## src/rtl/kv_cache.sv

```systemverilog
// kv_cache: valid-gated key/value vector store with one-cycle registered read.
// Define KV_CACHE_BYPASS_EN to forward a same-cycle write to the read port.
module kv_cache #(
    parameter int MAX_SEQ_LEN = 8,
    parameter int HEAD_DIM = 12,
    parameter int DW = 4,
    localparam int AW = $clog2(MAX_SEQ_LEN),
    localparam int W = HEAD_DIM * DW
) (
    input  logic          clk,
    input  logic          rst,
    input  logic          write_en,
    input  logic [AW-1:0] write_addr,
    input  logic [W-1:0]  data_in,
    input  logic [AW-1:0] read_addr,
    output logic [W-1:0]  data_out,
    output logic          valid_out
);
    logic [W-1:0]           mem [MAX_SEQ_LEN];
    logic [MAX_SEQ_LEN-1:0] valid;
    logic                   nxt_valid;
    logic [W-1:0]           nxt_data;

    // The array itself is never reset; valid bits alone decide visibility.
    always_ff @(posedge clk)
        if (write_en && !rst) mem[write_addr] <= data_in;

`ifdef KV_CACHE_BYPASS_EN
    logic hit;
    assign hit       = write_en && (write_addr == read_addr);
    assign nxt_valid = hit | valid[read_addr];
    assign nxt_data  = hit ? data_in : (valid[read_addr] ? mem[read_addr] : '0);
`else
    assign nxt_valid = valid[read_addr];
    assign nxt_data  = valid[read_addr] ? mem[read_addr] : '0;
`endif

    always_ff @(posedge clk or posedge rst) begin
        if (rst) begin
            valid     <= '0;
            data_out  <= '0;
            valid_out <= 1'b0;
        end else begin
            if (write_en) valid[write_addr] <= 1'b1;
            data_out  <= nxt_data;
            valid_out <= nxt_valid;
        end
    end
endmodule

```

## config.mk

```make
export PLATFORM = sky130hd
export DESIGN_NAME = kv_cache
export DESIGN_NICKNAME = d
export VERILOG_FILES = /design/src/rtl/kv_cache.sv
export SDC_FILE = /design/constraint.sdc
export NUM_CORES = 1
export LEC_CHECK = 0
export BUFFER_PORTS_ARGS = -buffer_cell sky130_fd_sc_hd__buf_4
export CAP_MARGIN = 20
export CORE_AREA = 2 2 189 191
export DETAILED_ROUTE_END_ITERATION = 8
export DIE_AREA = 0 0 191 193
export SYNTH_ARGS = -nofsm -noshare
export SYNTH_HDL_FRONTEND = slang
export SYNTH_SLANG_ARGS = --single-unit
```

## constraint.sdc

```tcl
create_clock -name clk -period 4.1 [get_ports clk]
set_input_delay 0.205 -clock clk [delete_from_list [all_inputs] [get_ports clk]]
set_output_delay 0.205 -clock clk [all_outputs]
set_load 0.02 [all_outputs]
```

==> summary.md <==
| Metric | Value |
|---|---|
| Status | `finished clean` |
| Most frequent cells in the layout | `384 x edfxtp_1, 126 x buf_4, 98 x mux4_2` |
| Synthesized flop and latch total | `approximately 440` |
| Clk buf depth | `3` |
| Largest family of logic cells by synthesized area | `multiplexers` |
| Initial Utilization | `approximately 46%` |
| Placed insts | `1,250` |
| Die W | `191 um` |
| Post-synth top area share | `71.3%` |
| Simple-gate share of the synthesized area | `under 10%` |
| Core Area | `35,000 sq um` |
| Global Route Usage Sum | `18.5%` |
| Hold WS | `~0.085 ns` |
| R2r worst-path depth | `4` |
| CTS H-tree depth | `2` |
| R2r setup slk | `between 1.5 and 2 ns` |
| Cell Area, Synth | `16,200 sq um` |
| Drt wl/cell | `23.6 um` |
| DP HPWL | `17,700 um` |
| Total power | `about 0.0097 W` |
| Mapped Nets | `approximately 750` |
| Register area share after synthesis | `80.1%` |
| Least-Margin Pin Slew | `1.02 ns` |
| Commonest non-fill, non-tap cell in the layout | `edfxtp_1` |
| Resize count post-CTS | `0` |
| I/O pins | `106` |
| Cells after Synth | `696` |
| PD cells | `493 nW/um^2` |
| Die ar. | `36,900 sq um` |
| Root Driver | `clkbuf_16` |
| Worst Hold Path EP | `data_out[20]$_DFF_PP0_` |
| IO buf count | `105` |
| Number of global-route vias before repair | `roughly 8,000` |
| First-pass GRT wire length | `49,700 um` |
| Detailed-route DRC error count | `0` |
| Post-Route WL | `32,700 um` |
| Leading post-synthesis cells by cell area | `edfxtp_1 71%, mux4_2 14%, dfrtp_1 8.8%` |
| Overflow after GRT | `0` |
| CP required | `4.51 ns` |
| FF-to-FF Start | `valid[5]$_DFFE_PP0P_` |
| Crit. End Element | `flip-flop` |
| Worst min-delay path class | `input pin to flip-flop` |
| Crit path kind | `flip-flop to flip-flop` |
| Fin cells | `roughly 1,400` |
| Critical Path Start Type | `flip-flop` |
| CP max FO | `21` |
| Max Clock Freq | `0.429 GHz` |
| Final setup margin | `1.77 ns` |
| Max-slew violations | `0` |
| Arr. time, crit path | `2.74 ns` |
| Multiplexer share of the synthesized area | `16.7%` |
| Place WS | `1.56 ns` |
| Post-layout minimum cycle time | `2.33 ns` |
| TritonRoute pass-1 iters | `4` |
| Final nets | `945` |
| Post-route ant nets | `0` |
| DR iter-0 viols | `579` |
| Leak | `6.77 nW` |
| Routability cong. | `0.706` |
| Synth Area per Inst | `23.2 sq um` |
| Hold path startpoint | `read_addr[2]` |
| RSZ-0062 raised after global routing | `false` |
| Worst reg2reg path endpoint | `data_out[36]$_DFF_PP0_` |
| Row cnt | `69` |
| Warning count from the yosys run | `0` |
| Worst Skew | `0.0165 ns` |
| Max cap viols | `0` |
| Number of buffers created by CTS | `45` |
| Fin crit share | `56.8%` |
| Area share of fa/ha/maj cells after synthesis | `0%` |
| Layout cells sized above 1 | `32.6%` |
| Synth Area in Compound Gates | `0.371%` |
| Post-synth cell types | `19` |
| Via Count | `7,396` |
| Post-synth top area cell | `edfxtp_1` |
| Chip Height | `193 um` |
| Xor/xnor cell area share of the yosys netlist | `0%` |
| Pin count of the biggest net entering global routing | `85` |
| VDD IR-drop max | `314 uV` |
| Slew HR | `roughly 30%` |
| Fin. Hold Viols | `0` |
| Initial antenna violation count | `2` |
| TritonCTS clock tree | `built` |
| Clock Pin Slew Worst Setup and Hold Paths | `0.06 ns` |
| # setup viols final | `0` |
| Avg Vias per Cell | `5.33` |
| Hold depth | `3` |
| Insertion delay to the later sink of the worst-skew pair | `0.54 ns` |
| Synthesis-to-layout area growth | `21.2%` |
| Sink Count | `441` |
==> Yosys cell counts, drive strengths merged <==
library cell  instances
edfxtp              384
mux4                 98
dfrtp                57
mux2i                49
nor2                 48
buf                  26
clkbuf                9
nor3                  6
o21bai                6
inv                   4
nand2b                3
nand2                 2
nor4                  2
o31ai                 2
==> sequential cells by signal, indices dropped and copies added (netlist names) <==
name	count
mem	384
data_out	48
valid	8
valid_out	1
==> cell type report <==
| class | count | area [sq um] |
|---|---|---|
| Inverter | 4 | 16.3 |
| Fill cell | 2626 | 15400 |
| Timing Repair Buffer | 180 | 1500 |
| Tap cell | 461 | 577 |
| Sequential cell | 441 | 13000 |
| Antenna cell | 2 | 5.00 |
| Multi-Input combinational cell | 216 | 3100 |
| Clock inverter | 21 | 183 |
| Clock buffer | 63 | 1270 |
==> cell families after synthesis <==
| group | Yosys count |
|---|---|
| flops | 441 |
| compound gates | 8 |
| simple gates | 61 |
| mux | 147 |
| buf+inv | 39 |
==> where the power goes <==
part | internal, W | switching [W] | total (W)
registers | 0.00503 | 0.0000473 | 0.00507
clock network | 0.00235 | 0.00159 | 0.00394
logic | 0.000293 | 0.000349 | 0.000642
==> how the worst max path moves through the flow <==
stage | depth (start not counted) | endpoint | start
floorplan | 3 | mem[5][0]$_DFFE_PP_ | write_addr[1]
global placement | 5 | data_out[41]$_DFF_PP0_ | read_addr[0]
detailed placement | 5 | data_out[36]$_DFF_PP0_ | read_addr[0]
CTS | 4 | data_out[36]$_DFF_PP0_ | valid[0]$_DFFE_PP0P_
global route | 4 | data_out[41]$_DFF_PP0_ | valid[5]$_DFFE_PP0P_
finish | 4 | data_out[36]$_DFF_PP0_ | valid[5]$_DFFE_PP0P_
==> routing by layer <==
| metal | vias to the layer above | routed length, um | global-route usage [%] |
|---|---|---|---|
| met5 | - | 0 | 0 |
| met4 | 0 | 518 | 4.50 |
| met3 | 42 | 1920 | 2.99 |
| met2 | 193 | 16300 | 30.7 |
| met1 | 3914 | 14000 | 26.0 |
| li1 | 3247 | - | - |
==> through the flow <==
stage          instance area [sq um]  TNS, ns  utilization [%]
4_1_cts                        19600        0             56.0
5_1_grt                        19600        0             56.1
3_3_place_gp                   17600        0             50.4
3_5_place_dp                   17600        0             50.4
6_report                       19600        0             56.1
2_1_floorplan                  16200   -35.28                -
==> critical path, stage by stage, from the launching register on <==
cell	delay [ns]
dfrtp_1	0.38
mux4_2	0.50
mux2i_4	0.81
buf_4	0.40
nor2_1	0.09
==> repair_timing <==
item                                   CTS  global route
endpoints found under the hold margin  423             0
hold buffers                            52             0
setup buffers                            0             0
(Power assumes the default switching activity.)
